## src/rtl/nrzi_pkg.sv

```systemverilog
`default_nettype none
// ============================================================================
//  Module      : nrzi_pkg
//  Description : Shared definitions for the NRZI decoder: the bit-unstuffing
//                FSM state encoding and the stuffing run length.
//  Revision    : 1.0  initial release
// ============================================================================
package nrzi_pkg;

    // One bit of state: DATA shifts data bits, SKIP swallows a stuffed bit.
    typedef enum logic [0:0] {
        DATA = 1'b0,
        SKIP = 1'b1
    } nrzi_state_t;

    // Number of consecutive decoded 1s after which the next bit is stuffed.
    localparam int unsigned STUFF_RUN = 6;

    // Width of the consecutive-ones counter (holds 0..STUFF_RUN-1).
    localparam int unsigned c_ones_w = $clog2(STUFF_RUN);

endpackage
`default_nettype wire

```

## src/rtl/nrzi_bit_decode.sv

```systemverilog
`default_nettype none
// ============================================================================
//  Module      : nrzi_bit_decode
//  Description : NRZI line-level to bit decoder. A line bit equal to the
//                previous level decodes as 1, a transition decodes as 0.
//                Holds the previous-level register.
//  Ports       : clk       - clock, rising edge
//                rst       - asynchronous active-high reset
//                i_bit_en  - accept i_level as a line bit this cycle
//                i_clr     - frame restart, previous level back to idle
//                i_level   - current NRZI line level
//                o_bit     - decoded bit for the current i_level (combinational)
//  Revision    : 1.0  initial release
// ============================================================================
module nrzi_bit_decode
    import nrzi_pkg::*;
#(
    parameter logic IDLE_LEVEL = 1'b1
) (
    input  logic clk,
    input  logic rst,
    input  logic i_bit_en,
    input  logic i_clr,
    input  logic i_level,
    output logic o_bit
);

    logic r_prev_level;

    always_ff @(posedge clk or posedge rst) begin
        if (rst) begin
            r_prev_level <= IDLE_LEVEL;
        end else if (i_clr) begin
            r_prev_level <= IDLE_LEVEL;
        end else if (i_bit_en) begin
            r_prev_level <= i_level;
        end
    end

    assign o_bit = ~(i_level ^ r_prev_level);

endmodule
`default_nettype wire

```

## src/rtl/nrzi_decoder.sv

```systemverilog
`default_nettype none
// ============================================================================
//  Module      : nrzi_decoder
//  Description : NRZI line decoder with LSB-first word assembly, valid/ready
//                output handshake, overrun detection and optional
//                bit-unstuffing (enabled by defining NRZI_DECODER_STUFF_EN).
//  Ports       : clk        - clock, rising edge
//                rst        - asynchronous active-high reset
//                in_valid   - in_level carries a line bit this cycle
//                in_level   - NRZI line level
//                sync_clr   - frame start, aborts any partial word
//                out_data   - decoded word, first received bit in LSB
//                out_valid  - out_data holds an unconsumed word
//                out_ready  - consumer accepts the word when valid && ready
//                stuff_err  - one-cycle pulse on a stuffing violation
//                overrun    - one-cycle pulse when a completed word is dropped
//  Revision    : 1.0  initial release
// ============================================================================
module nrzi_decoder
    import nrzi_pkg::*;
#(
    parameter int unsigned DATA_W     = 8,
    parameter logic        IDLE_LEVEL = 1'b1
) (
    input  logic              clk,
    input  logic              rst,
    input  logic              in_valid,
    input  logic              in_level,
    input  logic              sync_clr,
    output logic [DATA_W-1:0] out_data,
    output logic              out_valid,
    input  logic              out_ready,
    output logic              stuff_err,
    output logic              overrun
);

    localparam int unsigned         c_cnt_w = (DATA_W > 2) ? $clog2(DATA_W) : 1;
    localparam logic [c_cnt_w-1:0]  c_last  = c_cnt_w'(DATA_W - 1);

    logic                w_accept;
    logic                w_dec;
    logic                w_data_bit;
    logic                w_stuff_viol;
    logic                w_abort;
    logic                w_complete;
    logic [DATA_W-1:0]   w_next_shift;

    logic [DATA_W-1:0]   r_shift;
    logic [c_cnt_w-1:0]  r_count;
    logic [DATA_W-1:0]   r_out_data;
    logic                r_out_valid;
    logic                r_overrun;

    // sync_clr wins over in_valid: the coincident line bit is not consumed.
    assign w_accept = in_valid & ~sync_clr;

    nrzi_bit_decode #(
        .IDLE_LEVEL (IDLE_LEVEL)
    ) u_bit_decode (
        .clk      (clk),
        .rst      (rst),
        .i_bit_en (w_accept),
        .i_clr    (sync_clr),
        .i_level  (in_level),
        .o_bit    (w_dec)
    );

`ifdef NRZI_DECODER_STUFF_EN
    localparam logic [c_ones_w-1:0] c_run_last = c_ones_w'(STUFF_RUN - 1);

    nrzi_state_t          r_state;
    logic [c_ones_w-1:0]  r_ones;
    logic                 r_stuff_err;

    assign w_data_bit   = w_accept & (r_state == DATA);
    // A stuffed bit must be a transition; a 1 here means seven 1s in a row.
    assign w_stuff_viol = w_accept & (r_state == SKIP) & w_dec;

    always_ff @(posedge clk or posedge rst) begin
        if (rst) begin
            r_state     <= DATA;
            r_ones      <= '0;
            r_stuff_err <= 1'b0;
        end else begin
            r_stuff_err <= 1'b0;
            if (sync_clr) begin
                r_state <= DATA;
                r_ones  <= '0;
            end else if (in_valid) begin
                case (r_state)
                    DATA: begin
                        if (w_dec) begin
                            if (r_ones == c_run_last) begin
                                r_state <= SKIP;
                                r_ones  <= '0;
                            end else begin
                                r_ones <= r_ones + 1'b1;
                            end
                        end else begin
                            r_ones <= '0;
                        end
                    end
                    SKIP: begin
                        r_state <= DATA;
                        r_ones  <= '0;
                        if (w_dec) begin
                            r_stuff_err <= 1'b1;
                        end
                    end
                    default: begin
                        r_state <= DATA;
                        r_ones  <= '0;
                    end
                endcase
            end
        end
    end

    assign stuff_err = r_stuff_err;
`else
    assign w_data_bit   = w_accept;
    assign w_stuff_viol = 1'b0;
    assign stuff_err    = 1'b0;
`endif

    // A stuffing violation drops the partial word like a frame restart, but
    // the line level it carried is still tracked by the bit decoder.
    assign w_abort      = sync_clr | w_stuff_viol;
    assign w_next_shift = {w_dec, r_shift[DATA_W-1:1]};
    assign w_complete   = w_data_bit & (r_count == c_last);

    always_ff @(posedge clk or posedge rst) begin
        if (rst) begin
            r_shift <= '0;
            r_count <= '0;
        end else if (w_abort) begin
            r_shift <= '0;
            r_count <= '0;
        end else if (w_data_bit) begin
            if (w_complete) begin
                r_shift <= '0;
                r_count <= '0;
            end else begin
                r_shift <= w_next_shift;
                r_count <= r_count + 1'b1;
            end
        end
    end

    // Output holding register. A completed word may replace the held one
    // only if the slot is empty or being consumed in this same cycle.
    always_ff @(posedge clk or posedge rst) begin
        if (rst) begin
            r_out_data  <= '0;
            r_out_valid <= 1'b0;
            r_overrun   <= 1'b0;
        end else begin
            r_overrun <= 1'b0;
            if (w_complete) begin
                if (!r_out_valid || out_ready) begin
                    r_out_data  <= w_next_shift;
                    r_out_valid <= 1'b1;
                end else begin
                    r_overrun <= 1'b1;
                end
            end else if (r_out_valid && out_ready) begin
                r_out_valid <= 1'b0;
            end
        end
    end

    assign out_data  = r_out_data;
    assign out_valid = r_out_valid;
    assign overrun   = r_overrun;

endmodule
`default_nettype wire

```

## config.mk

```make
export PLATFORM = sky130hd
export DESIGN_NAME = nrzi_decoder
export DESIGN_NICKNAME = d
export VERILOG_FILES = /design/src/rtl/nrzi_pkg.sv /design/src/rtl/nrzi_bit_decode.sv /design/src/rtl/nrzi_decoder.sv
export SDC_FILE = /design/constraint.sdc
export NUM_CORES = 1
export LEC_CHECK = 0
export CORE_ASPECT_RATIO = 0.7
export CORE_MARGIN = 3
export CORE_UTILIZATION = 49
export CTS_CLUSTER_DIAMETER = 80
export DETAILED_ROUTE_END_ITERATION = 10
export GPL_ROUTABILITY_DRIVEN = 0
export PLACE_DENSITY = 0.75
export SYNTH_ARGS = -nofsm -noshare
export SYNTH_HDL_FRONTEND = slang
export SYNTH_SLANG_ARGS = --single-unit
```

## constraint.sdc

```tcl
create_clock -name clk -period 2 [get_ports clk]
set_input_delay 0.4 -clock clk [delete_from_list [all_inputs] [get_ports clk]]
set_output_delay 0.4 -clock clk [all_outputs]
set_load 0.03 [all_outputs]
```

# After elaboration in Yosys (flattened, before gate mapping)
# Index checks and enable logic that the tools add are counted.
[word_totals]
register_bits = 22
input_bits = 6
output_inout_bits = 11
word_cells = 34
[classes]
add_sub_neg = 1
eq_ne = 2
mux = 13
n_bitwise = 5
n_reduce_logical = 7
[op_table]
columns = ["operator", "count"]
rows = [
  ["$mux W8", 3],
  ["$mux W3", 3],
  ["$mux W1", 7],
  ["$reduce_and A2 Y1", 2],
  ["$reduce_bool A2 Y1", 2],
  ["$add A3 B1 Y3 const B", 1],
  ["$eq A3 B3 Y1 const B", 1],
  ["$and A1 B1 Y1", 2],
  ["$ne A2 B1 Y1 const B", 1],
  ["$not A1 Y1", 2],
  ["$logic_and A1 B1 Y1", 1],
  ["$logic_not A1 Y1", 1],
  ["$logic_or A1 B1 Y1", 1],
  ["$xor A1 B1 Y1", 1],
]

# Logic depth before layout (Yosys ltp)
# Gate-level depths: netlist of run 1.
[logic_depth]
depth_word = 6
ltp_mapped = 6
ltp_nobuf = 5

# Modules after synthesis
# From an unflattened synthesis of run 1, not the netlist that was laid out.
[hier_totals]
cells_unflattened = 77
area_unflattened_um2 = 960.9
[by_module_without_submodules]
columns = ["module", "n_inst", "cells_each", "area_each_um2", "seq_area_each_um2"]
rows = [
  ["nrzi_decoder", 1, 72, 907.1, 500.5],
  ["nrzi_bit_decode", 1, 5, 53.8, 26.3],
]

# Worst setup path before layout of run 1
# Ideal clock, no wire load.
[synth_timing]
kind = "reg-to-reg"
startpoint = "register r_count[0]"
endpoint = "register r_out_data[0], in the netlist out_data[0]"
setup_ns = 0.125
arrival_ns = 1.413
required_ns = 1.875
path_slack_ns = 0.461
stages_incl_launch_ff = 7
n_path_buf = 1
cell_sequence = "dfrtp_1 > ha_1 > ha_1 > nand3b_2 > nor2b_2 > buf_6 > mux2_4"
[synth_via]
elab_chain_len = 3
[synth_lines]
columns = ["element", "line_no", "source"]
rows = [
  ["start: declaration", "nrzi_decoder.sv:49", "logic [c_cnt_w-1:0] r_count;"],
  ["start signal: assignment", "nrzi_decoder.sv:145", "r_count <= r_count + 1'b1;"],
  ["$eq A3 B3 Y1", "nrzi_decoder.sv:130", "assign w_complete = w_data_bit & (r_count == c_last);"],
  ["$and A1 B1 Y1", "nrzi_decoder.sv:130", ""],
  ["$reduce_and A2 Y1 (no line)", "-", ""],
  ["end signal: assignment", "nrzi_decoder.sv:161", "r_out_data <= w_next_shift;"],
  ["end: declaration", "nrzi_decoder.sv:50", "logic [DATA_W-1:0] r_out_data;"],
]
# No other way between the ends.
# A chain may end at the register's enable or synchronous reset.

# Worst setup path in the final report of run 1
[layout_timing]
startpoint = "register r_out_data[7], in the netlist out_data[7]"
endpoint = "output port out_data[7]"
[layout_lines]
columns = ["element", "line_no", "source"]
rows = [
  ["end: declaration", "nrzi_decoder.sv:30", "output logic [DATA_W-1:0] out_data,"],
]
# No word-level cell between the ends.

==> results of run 1 <==
synthesized netlist by cell type:
cell	count
a211o_1	1
a21oi_1	9
buf_2	1
buf_4	1
buf_6	1
clkbuf_1	1
clkinv_1	1
conb_1	1
dfrtp_1	20
dfstp_2	1
ha_1	2
inv_1	1
mux2_4	8
mux2i_1	1
nand2_1	9
nand2b_1	1
nand3b_1	8
nand3b_2	1
nor2_1	3
nor2b_1	1
nor2b_2	1
nor3b_1	1
xnor2_1	1
power by group through the flow:
stage	registers (mW)	logic, mW	clock network, mW
2_1_floorplan	0.445	0.0339	0
3_3_place_gp	0.446	0.0533	0
3_5_place_dp	0.446	0.0549	0
4_1_cts	0.438	0.0550	0.208
5_1_grt	0.439	0.0609	0.228
6_report	0.438	0.0544	0.197
sequential cells by signal (all words and copies together), names as in the netlist:
name and flops:
r_shift 7, u_bit_decode.r_prev_level 1, out_valid 1, r_count 3, overrun 1, out_data 8
through the flow:
step	hold slack (ps)	cells	cell area [um^2]	util, %	worst slack, ps
2_1_floorplan	376	75	928	-	461
3_3_place_gp	501	111	1120	66.6	223
3_5_place_dp	499	111	1120	66.6	209
4_1_cts	411	115	1150	68.2	207
5_1_grt	414	115	1150	68.2	165
6_report	414	115	1150	68.2	230
final cells by class:
cell class	count	area share [%]
Clock buffer	3	1.96
Clock inverter	1	0.436
Inverter	2	0.654
Multi-Input combinational cell	48	32.0
Sequential cell	21	45.9
Tap cell	21	2.29
Timing Repair Buffer	19	16.8
logic make-up after synthesis:
group / count (synthesis) / share of synthesized area, %
AND/OR/NAND/NOR: 25 / 15.6
flip-flops: 21 / 56.7
AO/OA/AOI/OAI: 10 / 5.79
multiplexers: 9 / 14.0
buffers and inverters: 6 / 3.77
adder cells (fa/ha/maj): 2 / 2.69
other: 1 / 0.404
XOR/XNOR: 1 / 0.944
cells in the final DEF (no fill, tap or decap), drive strengths merged:
| cell | Yosys | final |
|---|---|---|
| inv | 1 | 1 |
| mux2i | 1 | 1 |
| clkdlybuf4s50 | 0 | 15 |
| dfrtp | 20 | 20 |
| conb | 1 | 1 |
| nor3b | 1 | 1 |
| nand2b | 1 | 1 |
| clkbuf | 1 | 3 |
| nand3b | 9 | 9 |
| nor2b | 2 | 2 |
| xnor2 | 1 | 1 |
| ha | 2 | 2 |
| a211o | 1 | 1 |
| clkinv | 1 | 2 |
| buf | 3 | 4 |
| nand2 | 9 | 9 |
| nor2 | 3 | 3 |
| mux2 | 8 | 8 |
| a21oi | 9 | 9 |
| dfstp | 1 | 1 |
routing by layer:
layer  share of wire [%]  wire length, um
met1                  51              794
met2                  41              630
met3                 7.8              120
met4                   0                0
met5                   0                0
worst max path at each step:
stage,startpoint,to,depth (start not counted)
finish,out_data[7]$_DFFE_PP0P_,out_data[7],1
global route,r_count[0]$_DFFE_PP0P_,out_data[2]$_DFFE_PP0P_,6
CTS,out_data[7]$_DFFE_PP0P_,out_data[7],1
detailed placement,sync_clr,out_data[7]$_DFFE_PP0P_,5
global placement,sync_clr,out_data[2]$_DFFE_PP0P_,5
floorplan,r_count[0]$_DFFE_PP0P_,out_data[0]$_DFFE_PP0P_,6
==> impl_metrics.toml, run 1 <==
[run_status]
status = "finished, final reports clean"

[clock_network]
clk_latency_ps = 300
cts_resized = 0
post_cts_buffers = 0
numClockSinks = 21
cts_tree = "yes"
clockBufferDepth = 2
root_buffer = "clkbuf_4"
path_clk_slew_ps = 110
ctsHoldBuffers = 0
cts_buffers = 3
cts.htree.levels = 1

[critical_path]
cp_slowest_cell = "clkdlybuf4s50_1"
cpLargestDelayFamily = "buffers and inverters"
worstPathCellList = "clkdlybuf4s50_1"
cp_max_fo = 2
worstPathRequired_ps = 1600
worstReg2RegStart = "r_count[0]$_DFFE_PP0P_"
crit_type = "flip-flop to output port"
slowest_delay_ps = 690
critPathLaunchType = "flip-flop"
crit_buf_inv = 1
reg2reg_to = "out_data[2]$_DFFE_PP0P_"
worstPathArrival_ps = 1370
end_kind = "output port"
r2r_slack_ps = 260
ff2ff_path_depth = 6

[power]
p_comb_share_pct = 7.9
pwr-share-clk_pct = 28.5
power_switching_mw = 0.158
ir_drop_mv = 0.508
p_leak_nw = 0.522
power_frac_seq_pct = 63.6
p_int_mw = 0.531
p_total_mw = 0.690
switching_share_pct = 23.0
power_density_nw_per_um2 = 601

[logic_synthesis]
synth.distinct_cells = 23
syn_avg_cell_area_um2 = 12.4
synth_top_area_share_pct = 53.9
yosysTopAreaCell = "dfrtp_1"
syn_inst = 75
synth_nets = 83
syn-cell-area_um2 = 928
yosysSeqAreaShare_pct = 56.7
ys_ff_latch = 21
yosys_warnings = 0
synth_area_leaders = "dfrtp_1 (54%), mux2_4 (13%), nand3b_1 (6.5%)"

[die]
start_util_pct = 55.2
die_area_um2 = 2460
die_y_um = 42.4
boundaryPins = 17
coreArea_um2 = 1680
rows = 12
die_x_um = 58.0

[sta]
hold_viol = 0
drv_slew = 0
fin_setup_tns_ps = 0
fmax_mhz = 565
setup_violations = 0
min_period_ps = 1770
rsz0062_at_grt = "false"
fin_crit_sh_pct = 88.5
worst_clock_skew_ps = 4.51

[grt]
gr-max-usage-layer = "met1"
grtUsageTotal_pct = 14.5
antenna_found_initial = 0
grt_pass1_wl_um = 2600
grt_max_degree = 22
grt_overflow_total = 0
grt_use_met1_pct = 22.5
grt_util_met3_pct = 7.38
grt_pass1_vias = 558
grt_use_met2_pct = 17.6

[drt]
vias_per_cell = 4.96
drt_iter0_markers = 21
drc = 0
ant_nets = 0
wl_per_cell_um = 13.4
dr.pass1.iters = 4
num_vias = 570
routed_wl_um = 1550

[placed_design]
dpl.hpwl_um = 1130
numPortBuffers = 15

[flow_run]
maxCapViolCount = 0

[layout]
syn_to_final_growth_pct = 23.6
multi_input_area_um2 = 367
fill_cells = 140
drive_gt1_share_pct = 20.2
antennaDiodeCount = 0
regArea_um2 = 527
nets = 103

[worst_hold_path]
hold_class = "input pin to asynchronous set/reset pin"
No activity file was read; power rests on OpenSTA's default activity.
==> run 2, diff against run 1 <==
ABC_CLOCK_PERIOD_IN_PS = 2000   (was not set)
==> results of run 2 <==
Final layout, timing and power as in run 1 (identical DEF).
==> run 3, diff against run 2 <==
CELL_PAD_IN_SITES_DETAIL_PLACEMENT = 0   (was not set)
CELL_PAD_IN_SITES_GLOBAL_PLACEMENT = 2   (was not set)
CORE_UTILIZATION = 33   (was 49)
PLACE_DENSITY = not set   (was 0.75)
PLACE_DENSITY_LB_ADDON = 0.1   (was not set)
==> run 3 against run 2 <==
Worst setup slack improved by 62 ps. Critical path depth did not move. Highest routed layer is now met4. First-iteration DRC count fell by 33%. Global-route usage fell by 2.9 points. Final cell count rose by 12%. Maximum frequency rose by 3.6%. Combinational power rose by 2%. Clock power rose by 43%.
==> impl_metrics.toml, run 3 (synthesized netlist as in run 1, its figures left out) <==
[run_status]
status = "finished, final reports clean"

[power]
ir_drop_mv = 0.394
p_leak_nw = 0.536
p_total_mw = 0.774
power_density_nw_per_um2 = 651

[sta]
setup_ws_ps = 292
hold_viol = 0
rsz0062_at_grt = "false"
drv_slew = 0
fin_setup_tns_ps = 0
worst_clock_skew_ps = 4.03
fmax_mhz = 586
fin_crit_sh_pct = 85.4
setup_violations = 0
min_period_ps = 1710
whs_ps = 479

[layout]
largest_reg_flops = 8
nets = 104
final_core_util_pct = 46.3
regArea_um2 = 527
syn_to_final_growth_pct = 28.2
final_common_cell = "dfrtp_1"
stdcell_count = 129
drive_gt1_share_pct = 21.1
multi_input_area_um2 = 367
antennaDiodeCount = 0
finalInstanceArea_um2 = 1190
layout_common_cells = "dfrtp_1 (20), clkdlybuf4s50_1 (15), nand2_1 (9), a21oi_1 (9)"
fill_cells = 233

[clock_network]
cts.htree.levels = 1
path_clk_slew_ps = 80
cts_buffers = 3
root_buffer = "clkbuf_8"
cts_resized = 0
clk_latency_ps = 260
numClockSinks = 21
clockBufferDepth = 2
post_cts_buffers = 0
cts_tree = "yes"
ctsHoldBuffers = 0

[worst_hold_path]
hold_class = "input pin to asynchronous set/reset pin"

[die]
coreArea_um2 = 2570
die_area_um2 = 3500
die_x_um = 69.4
die_y_um = 50.4
rows = 15
boundaryPins = 17
start_util_pct = 36.1

[drt]
ant_nets = 0
num_vias = 608
drc = 0
routed_wl_um = 1720
wl_per_cell_um = 13.4
drt_iter0_markers = 14
vias_per_cell = 4.71
dr.pass1.iters = 2

[critical_path]
crit_buf_inv = 1
cp_slowest_cell = "clkdlybuf4s50_1"
cp_max_fo = 2
critPathLaunchType = "flip-flop"
reg2reg_to = "out_data[2]$_DFFE_PP0P_"
ff2ff_path_depth = 6
end_kind = "output port"
cpLargestDelayFamily = "buffers and inverters"
slowest_delay_ps = 680
worstPathCellList = "clkdlybuf4s50_1"
r2r_slack_ps = 420
worstReg2RegStart = "r_count[0]$_DFFE_PP0P_"
crit_type = "flip-flop to output port"
worstPathRequired_ps = 1600
worstPathArrival_ps = 1310

[flow_run]
maxCapViolCount = 0

[grt]
grt_max_degree = 22
antenna_found_initial = 0
grt_overflow_total = 0
grtUsageTotal_pct = 11.5
grt_pass1_vias = 629
grt_pass1_wl_um = 3050

[placed_design]
post-place-ws_ps = 203
numPortBuffers = 15
dpl.cell_count = 125
dpl.hpwl_um = 1150
place_area_um2 = 1140
## run 3: cell types whose count changed in the layout (fill, tap and decap cells not counted), sizes merged
cell | before | now
buf | 4 | 5
## run 3: layout make-up
| cell class | count | area share, % |
|---|---|---|
| Sequential cell | 21 | 44.3 |
| Multi-Input combinational cell | 48 | 30.8 |
| Timing Repair Buffer | 20 | 16.8 |
| Tap cell | 34 | 3.58 |
| Clock inverter | 1 | 0.421 |
| Clock buffer | 3 | 3.47 |
| Inverter | 2 | 0.631 |
## run 3: power by group
group          switching (mW)  leakage (nW)  internal, mW  total, mW
Sequential            0.00508         0.288         0.433      0.438
Clock                   0.142        0.0255         0.139      0.281
Combinational          0.0317         0.222        0.0240     0.0557
## run 3: worst max path at each step
stage	from	cells after the start	slack (ps)	to
after global placement	sync_clr	5	210	out_data[2]$_DFFE_PP0P_
after CTS	out_data[7]$_DFFE_PP0P_	1	280	out_data[7]
after floorplan	r_count[0]$_DFFE_PP0P_	6	460	out_data[0]$_DFFE_PP0P_
final	out_data[7]$_DFFE_PP0P_	1	290	out_data[7]
after detailed placement	sync_clr	5	200	out_data[7]$_DFFE_PP0P_
after global routing	out_data[7]$_DFFE_PP0P_	1	240	out_data[7]
## run 3: metal layers
metal | vias up | track usage, % | part of all wire [%]
met5 | - | 0 | 0
met4 | 0 | 2.92 | 1.2
met3 | 4 | 4.80 | 4.5
met2 | 14 | 18.2 | 45
met1 | 297 | 14.7 | 49
li1 | 293 | - | -
